===== config.mk =====
export PLATFORM = sky130hd
export DESIGN_NAME = icache_refill_controller
export DESIGN_NICKNAME = d
export VERILOG_FILES = /design/src/rtl/icache_refill_controller_pkg.sv /design/src/rtl/icache_refill_controller_line_assembly_buffer.sv /design/src/rtl/icache_refill_controller.sv
export SDC_FILE = /design/constraint.sdc
export NUM_CORES = 2
export LEC_CHECK = 0
export CORE_UTILIZATION = 50
export DETAILED_ROUTE_END_ITERATION = 7
export PLACE_DENSITY = 0.75
export SLEW_MARGIN = 10
export SYNTH_ARGS = -nofsm -noshare
export SYNTH_HDL_FRONTEND = slang
export SYNTH_SLANG_ARGS = --single-unit

===== constraint.sdc =====
create_clock -name clock_i -period 2.8 [get_ports clock_i]
set_input_delay 0.42 -clock clock_i [delete_from_list [all_inputs] [get_ports clock_i]]
set_output_delay 0.42 -clock clock_i [all_outputs]
set_load 0.005 [all_outputs]

===== src/rtl/icache_refill_controller_pkg.sv =====
// ---------------------------------------------------------------------------
// icache_refill_controller_pkg
//
// Shared fetch-side definitions for the instruction-cache refill path:
//   - default geometry of the cache line (offset, index and tag widths)
//   - default memory return bus width and the derived line size in bits
//   - the refill sequencer state encoding
//   - a helper that turns an offset width into a line size in bits
// ---------------------------------------------------------------------------
package icache_refill_controller_pkg;

   // Default line geometry: 32-byte lines, 256 sets, 64-bit addresses.
   localparam int unsigned defOffsetSize      = 5;
   localparam int unsigned defIndexSize       = 8;
   localparam int unsigned defTagSize         = 64 - (defOffsetSize + defIndexSize);
   localparam int unsigned defMemBusWidthBits = 64;

   // Line size in bits for a line of 2**offsetBits bytes.
   function automatic int unsigned cachelineBits(input int unsigned offsetBits);
      return (2 ** offsetBits) * 8;
   endfunction

   localparam int unsigned defCachelineSizeBits = cachelineBits(defOffsetSize);

   // Refill sequencer states. The hit/miss stage and debug tooling decode
   // these values, so the encoding is fixed explicitly.
   typedef enum logic [2:0] {
      IDLE   = 3'd0,
      REQ    = 3'd1,
      FILL   = 3'd2,
      UPDATE = 3'd3,
      DONE   = 3'd4
   } refillState_e;

endpackage


===== src/rtl/icache_refill_controller_line_assembly_buffer.sv =====
// ---------------------------------------------------------------------------
// line_assembly_buffer
//
// Collects the beats of one cacheline refill into a line register.
// The first beat lands in the most-significant slice of the line, so the
// assembled line reads as {beat0, beat1, ..., beatN-1}.
//
// Ports:
//   clock_i      system clock
//   reset_i      synchronous active-high reset (counter and line to 0)
//   clear_i      restart assembly at beat 0 (line contents are left alone)
//   beatWrite_i  write data_i into the current beat slot and advance
//   data_i       one memory return beat
//   lastBeat_o   the beat slot being pointed at is the final one of the line
//   line_o       the assembled line
// ---------------------------------------------------------------------------
module line_assembly_buffer
   import icache_refill_controller_pkg::*;
#(
   parameter int unsigned memBusWidthBits = defMemBusWidthBits,
   parameter int unsigned beatsPerLine    = defCachelineSizeBits / defMemBusWidthBits
) (
   input  logic                                    clock_i,
   input  logic                                    reset_i,
   input  logic                                    clear_i,
   input  logic                                    beatWrite_i,
   input  logic [memBusWidthBits-1:0]              data_i,
   output logic                                    lastBeat_o,
   output logic [beatsPerLine*memBusWidthBits-1:0] line_o
);

   localparam int unsigned countWidth = (beatsPerLine > 1) ? $clog2(beatsPerLine) : 1;
   localparam int unsigned lineBits   = beatsPerLine * memBusWidthBits;

   logic [countWidth-1:0] beatCount_q;
   logic [lineBits-1:0]   line_q;

   // Beat counter and line storage. A clear only rewinds the counter: the
   // old line bytes are about to be overwritten beat by beat anyway, and
   // the controller never publishes the line before every slot is refreshed.
   // Beat k goes to the k-th slice counted down from the MSB.
   always_ff @(posedge clock_i) begin
      if (reset_i) begin
         beatCount_q <= '0;
         line_q      <= '0;
      end else if (clear_i) begin
         beatCount_q <= '0;
      end else if (beatWrite_i) begin
         for (int k = 0; k < int'(beatsPerLine); k++) begin
            if (beatCount_q == countWidth'(k)) begin
               line_q[lineBits-1-k*memBusWidthBits -: memBusWidthBits] <= data_i;
            end
         end
         beatCount_q <= beatCount_q + countWidth'(1);
      end
   end

   assign lastBeat_o = (beatCount_q == countWidth'(beatsPerLine - 1));
   assign line_o     = line_q;

endmodule


===== src/rtl/icache_refill_controller.sv =====
// ---------------------------------------------------------------------------
// icache_refill_controller
//
// Sequences instruction-cache miss refills for the 4-stage fetch unit.
// A miss from the hit/miss-check stage is latched, a single line request
// is issued to memory, the returned beats are assembled into a full line,
// and the line is written into the cache with a one-cycle update strobe.
// Fetch is held stalled from miss accept until the refill has retired.
//
// Ports:
//   clock_i              system clock
//   reset_i              synchronous active-high reset
//   flushPipeline_i      pipeline flush (aborts a request not yet accepted)
//   isCacheMiss_i        miss pending from hit/miss-check stage (level)
//   missTag_i            tag of the missing line
//   missIndex_i          index of the missing line
//   missOffset_i         offset of the missing fetch
//   memReq_o             line request valid
//   memAddr_o            line-aligned byte address {tag, index, 0}
//   memReqAck_i          memory accepted the request
//   memDataValid_i       return beat valid
//   memData_i            return beat
//   cacheUpdateEnable_o  one-cycle cache write strobe (also resolves the miss)
//   newTag_o             refill tag
//   newIndex_o           refill index
//   newOffset_o          original miss offset
//   newCacheline_o       assembled line, first beat in the MSBs
//   fetchStall_o         hold the fetch PC
//   missCount_o          saturating count of retired refills
// ---------------------------------------------------------------------------
module icache_refill_controller
   import icache_refill_controller_pkg::*;
#(
   parameter int unsigned offsetSize      = defOffsetSize,
   parameter int unsigned indexSize       = defIndexSize,
   parameter int unsigned tagSize         = 64 - (offsetSize + indexSize),
   parameter int unsigned memBusWidthBits = defMemBusWidthBits,
   parameter int unsigned beatsPerLine    = cachelineBits(offsetSize) / memBusWidthBits
) (
   input  logic                                 clock_i,
   input  logic                                 reset_i,
   input  logic                                 flushPipeline_i,
   input  logic                                 isCacheMiss_i,
   input  logic [tagSize-1:0]                   missTag_i,
   input  logic [indexSize-1:0]                 missIndex_i,
   input  logic [offsetSize-1:0]                missOffset_i,
   output logic                                 memReq_o,
   output logic [63:0]                          memAddr_o,
   input  logic                                 memReqAck_i,
   input  logic                                 memDataValid_i,
   input  logic [memBusWidthBits-1:0]           memData_i,
   output logic                                 cacheUpdateEnable_o,
   output logic [tagSize-1:0]                   newTag_o,
   output logic [indexSize-1:0]                 newIndex_o,
   output logic [offsetSize-1:0]                newOffset_o,
   output logic [cachelineBits(offsetSize)-1:0] newCacheline_o,
   output logic                                 fetchStall_o,
   output logic [31:0]                          missCount_o
);

   localparam int unsigned lineBits = cachelineBits(offsetSize);

   refillState_e state_q, state_d;

   logic                  missLoad;
   logic                  bufClear;
   logic                  beatWrite;
   logic                  lastBeat;
   logic [lineBits-1:0]   assembledLine;

   logic [tagSize-1:0]    missTag_q;
   logic [indexSize-1:0]  missIndex_q;
   logic [offsetSize-1:0] missOffset_q;

   logic [tagSize-1:0]    newTag_q;
   logic [indexSize-1:0]  newIndex_q;
   logic [offsetSize-1:0] newOffset_q;
   logic [lineBits-1:0]   newLine_q;

   logic                  fetchStall_q;
   logic [31:0]           missCount_q;

   line_assembly_buffer #(
      .memBusWidthBits (memBusWidthBits),
      .beatsPerLine    (beatsPerLine)
   ) u_lineBuffer (
      .clock_i     (clock_i),
      .reset_i     (reset_i),
      .clear_i     (bufClear),
      .beatWrite_i (beatWrite),
      .data_i      (memData_i),
      .lastBeat_o  (lastBeat),
      .line_o      (assembledLine)
   );

   // Next-state and control decode for the refill sequencer.
   // In REQ an acknowledge takes priority over a flush: once memory has
   // accepted the request its beats will arrive regardless, so the fill has
   // to run to completion. For the same reason a flush is ignored in FILL.
   // The DONE guard cycle lets the hit/miss stage clear its miss level
   // (it reacts to the update strobe) before IDLE samples it again.
   always_comb begin
      state_d   = state_q;
      missLoad  = 1'b0;
      bufClear  = 1'b0;
      beatWrite = 1'b0;
      unique case (state_q)
         IDLE: begin
            if (isCacheMiss_i && !flushPipeline_i) begin
               missLoad = 1'b1;
               state_d  = REQ;
            end
         end
         REQ: begin
            if (memReqAck_i) begin
               bufClear = 1'b1;
               state_d  = FILL;
            end else if (flushPipeline_i) begin
               state_d  = IDLE;
            end
         end
         FILL: begin
            if (memDataValid_i) begin
               beatWrite = 1'b1;
               if (lastBeat) begin
                  state_d = UPDATE;
               end
            end
         end
         UPDATE: begin
            state_d = DONE;
         end
         DONE: begin
            state_d = IDLE;
         end
         default: begin
            state_d = IDLE;
         end
      endcase
   end

   // State register, miss capture, stall flag, published refill fields and
   // the retired-refill counter. The published fields are captured during
   // UPDATE so that they keep showing the last refill while the next miss
   // is being serviced. The stall is registered from the next state so it
   // rises together with memReq_o and falls as soon as IDLE is re-entered.
   always_ff @(posedge clock_i) begin
      if (reset_i) begin
         state_q      <= IDLE;
         fetchStall_q <= 1'b0;
         missTag_q    <= '0;
         missIndex_q  <= '0;
         missOffset_q <= '0;
         newTag_q     <= '0;
         newIndex_q   <= '0;
         newOffset_q  <= '0;
         newLine_q    <= '0;
         missCount_q  <= '0;
      end else begin
         state_q      <= state_d;
         fetchStall_q <= (state_d != IDLE);
         if (missLoad) begin
            missTag_q    <= missTag_i;
            missIndex_q  <= missIndex_i;
            missOffset_q <= missOffset_i;
         end
         if (state_q == UPDATE) begin
            newTag_q    <= missTag_q;
            newIndex_q  <= missIndex_q;
            newOffset_q <= missOffset_q;
            newLine_q   <= assembledLine;
            if (missCount_q != 32'hFFFF_FFFF) begin
               missCount_q <= missCount_q + 32'd1;
            end
         end
      end
   end

   // During UPDATE the freshly assembled line and the latched miss fields
   // go straight out alongside the strobe; at all other times the values
   // captured from the previous UPDATE are presented.
   always_comb begin
      memReq_o            = (state_q == REQ);
      memAddr_o           = 64'({missTag_q, missIndex_q, {offsetSize{1'b0}}});
      cacheUpdateEnable_o = (state_q == UPDATE);
      fetchStall_o        = fetchStall_q;
      missCount_o         = missCount_q;
      if (state_q == UPDATE) begin
         newTag_o       = missTag_q;
         newIndex_o     = missIndex_q;
         newOffset_o    = missOffset_q;
         newCacheline_o = assembledLine;
      end else begin
         newTag_o       = newTag_q;
         newIndex_o     = newIndex_q;
         newOffset_o    = newOffset_q;
         newCacheline_o = newLine_q;
      end
   end

endmodule


==> out/results.ini <==
[layout]
drive_above_1_share_pct = 7.570
final_common_cell = nand2_1
nNetsFinal = 4000
fin_cells = 4576
area_growth_pct = 40.65
final_cell_mix = 1575 x nand2_1, 675 x dfxtp_1, 665 x a21oi_1

[timing]
finalSetupViolations = 51
post-route-min-period_ns = 2.896
rsz0062_at_grt = true
clock_skew_ns = 0.01886
tightest_slew_ns = 0.7652
final.setup.worst_slack_ns = -0.09600
fin_crit_sh_pct = 103.4
hold_viol = 0
slew_viol_final = 0
relSlewSlack_pct = 48.99
hold_ws_ns = 0.2896
fmaxAchievable_mhz = 345.3
finalSetupTns_ns = -1.801

[synthesis]
syn_avg_cell_area_um2 = 7.447
synth_cells = 3343
synth_area_um2 = 24900
ys_seq_area_share_pct = 54.52
yosysWarningCount = 0
async_flop_share_pct = 0
ys_ff_latch = 678
synth_cell_types = 45
synth_edf_count = 0
yosys_most_used_dff = dfxtp_1

[global_route]
grt_max_degree = 95
antenna_found_initial = 4
grt_pass1_wl_mm = 123.8
grt_use_total_pct = 31.05
overflow = 0
grt_pass1_vias = 22183

[power]
p_leak_uw = 0.01735
power_switching_uw = 4274
p_int_uw = 15510
p_seq_share_pct = 49.3
p_clk_share_pct = 46.8
pwr-share-comb_pct = 3.8
peakVddDrop_uv = 560.8
powerDensity_nw_per_um2 = 565.0
p_sw_share_pct = 21.61

[run_status]
violations = negative setup slack
status = finished with violations

[placed_design]
dp_cells = 4386
place_worst_setup_slack_ns = 0.1603
hpwl_mm = 51.73
io_buffers = 547
gp_congestion = 0.8815

[route]
num_vias = 24340
routed_wl_mm = 83.44
routedWlPerCell_um = 18.23
postRouteAntennaNets = 0
viasPerCell = 5.319
drtIter0Drc = 2014
route.detailed.drc = 0
drt-pass1-iter-count = 5

[worst_setup_path]
crit_required_ns = 2.38
crit_arrival_ns = 2.48
worst-path-max-fanout = 46
path_cells = nand3b_1, bufinv_16, buf_16, nand2_1, nand2_1, clkdlybuf4s50_1
start_kind = flop
cp_common_cell = nand2_1
slowest_delay_ns = 0.49
criticalPathCategory = reg2out
cp_top_family = buffers and inverters
worst-path-buf-inv = 3
critPathCaptureType = output port
slowest_stage = clkdlybuf4s50_1

[cts]
numCtsBuffers = 69
htreeDepth = 3
clk_pin_slew_worst_paths_ns = 0.06
clock-sinks = 678
clock_latency_ns = 0.61
clockRootBuffer = clkbuf_16
tritoncts = yes
cts.path.max_buffers = 3

[floorplanning]
row_count = 81
dieArea_um2 = 50690
die_h_um = 225.1
coreArea_um2 = 49050
start_util_pct = 50.76
io_pins = 553
die_w_um = 225.1

[worst_hold_path]
hp-class = in2reg

[job]
maxCapViolations = 0

[synthesized netlist by cell type (5+ instances only)]
| master | number | share of area (%) |
|---|---|---|
| and2_1 | 5 | 0.13 |
| or3_1 | 14 | 0.35 |
| nand3_1 | 14 | 0.28 |
| o21ai_0 | 14 | 0.28 |
| and3_1 | 7 | 0.18 |
| or4_1 | 8 | 0.24 |
| nand4_1 | 11 | 0.28 |
| buf_4 | 6 | 0.18 |
| ha_1 | 5 | 0.25 |
| nand2_1 | 1612 | 24 |
| inv_1 | 6 | 0.090 |
| dfxtp_1 | 678 | 55 |
| o31ai_1 | 7 | 0.21 |
| nor3_1 | 5 | 0.10 |
| clkbuf_1 | 207 | 3.1 |
| nor2_1 | 23 | 0.35 |
| buf_1 | 8 | 0.12 |
| a21oi_1 | 665 | 13 |
[final timing paths]
kind,endpoint,from,cells past startpoint,slack (ns)
worst min-delay path,missCount_o[16],reset_i,2,0.29
worst max register to register,missCount_o[30],state_q[2],8,0.20
worst min register to register,u_lineBuffer.line_o[129],u_lineBuffer.line_o[129],2,0.45
worst max-delay path,newCacheline_o[243],state_q[2],6,-0.1
[what timing repair did]
| item | 4_1_cts | 5_1_grt |
|---|---|---|
| resized for setup | 114 | 252 |
| setup buffers | 12 | 32 |
| endpoints found under the setup margin | 321 | 258 |
| pin swaps | 1 | 1 |
| cloned | 14 | 11 |
| hold buffers | 0 | 0 |
[power groups by stage]
stage | combinational (uW) | sequential (uW) | clock [uW]
2_1_floorplan | 272 | 9960 | 0
3_3_place_gp | 720 | 9970 | 0
3_5_place_dp | 720 | 9970 | 0
4_1_cts | 739 | 9760 | 9370
5_1_grt | 807 | 9760 | 9790
6_report | 758 | 9760 | 9270
[worst reg2reg max path, delay by kind of cell, from the launching register on]
family | cells | cell delay [ns]
AOI/OAI and AO/OA | 2 | 0.37
DFF | 1 | 0.32
and+or+nand+nor | 3 | 1.31
buffers and inverters | 3 | 0.53
[layout make-up]
type	count	area (um^2)
Clock inverter	18	222.7
Clock buffer	102	2054
Multi-Input combinational cell	2437	10540
Inverter	6	48.80
Fill cell	3968	14040
Sequential cell	678	13580
Timing Repair Buffer	665	7680
Timing Repair inverter	4	56.30
Tap cell	664	830.8
Antenna cell	2	5.005
[flip-flops by register name (all words and copies together) (netlist names), 3 cells and up]
signal / cells
newLine_q: 256
u_lineBuffer.line_o: 256
missTag_q: 51
newTag_q: 51
missCount_o: 32
missIndex_q: 8
newIndex_q: 8
missOffset_q: 5
newOffset_q: 5
state_q: 3
[cell families (layout without fill, tap and decap cells)]
| kind of cell | count (synthesis) | count (layout) | share of synthesized area (%) |
|---|---|---|---|
| xor gates and xnor gates | 3 | 3 | 0.1056 |
| other | 1 | 7 | 0.01506 |
| DFF | 678 | 678 | 54.52 |
| adders and majority gates | 5 | 5 | 0.2513 |
| muxes | 7 | 7 | 0.3417 |
| and+or+nand+nor | 1721 | 1721 | 26.93 |
| AOI/OAI and AO/OA | 696 | 696 | 14.20 |
| buffers and inverters | 232 | 795 | 3.639 |
[metrics by stage]
step / instance area (um^2) / total power [uW] / utilization, %
finish: 35020 / 19780 / 71.39
global route: 35020 / 20360 / 71.39
CTS: 33940 / 19860 / 69.19
detailed placement: 31120 / 10690 / 63.45
global placement: 31120 / 10690 / 63.45
floorplan: 24910 / 10230 / -
[metal layers]
metal  up-vias  global-route usage (%)  part of all wire (%)
met5         -                       0                 0.030
met2       903                   48.83                    46
met3       204                   8.227                   8.3
li1      11836                       -                     -
met1     11393                   39.75                    41
met4         4                   14.35                   4.2
Power figures use the tool's default switching activity.
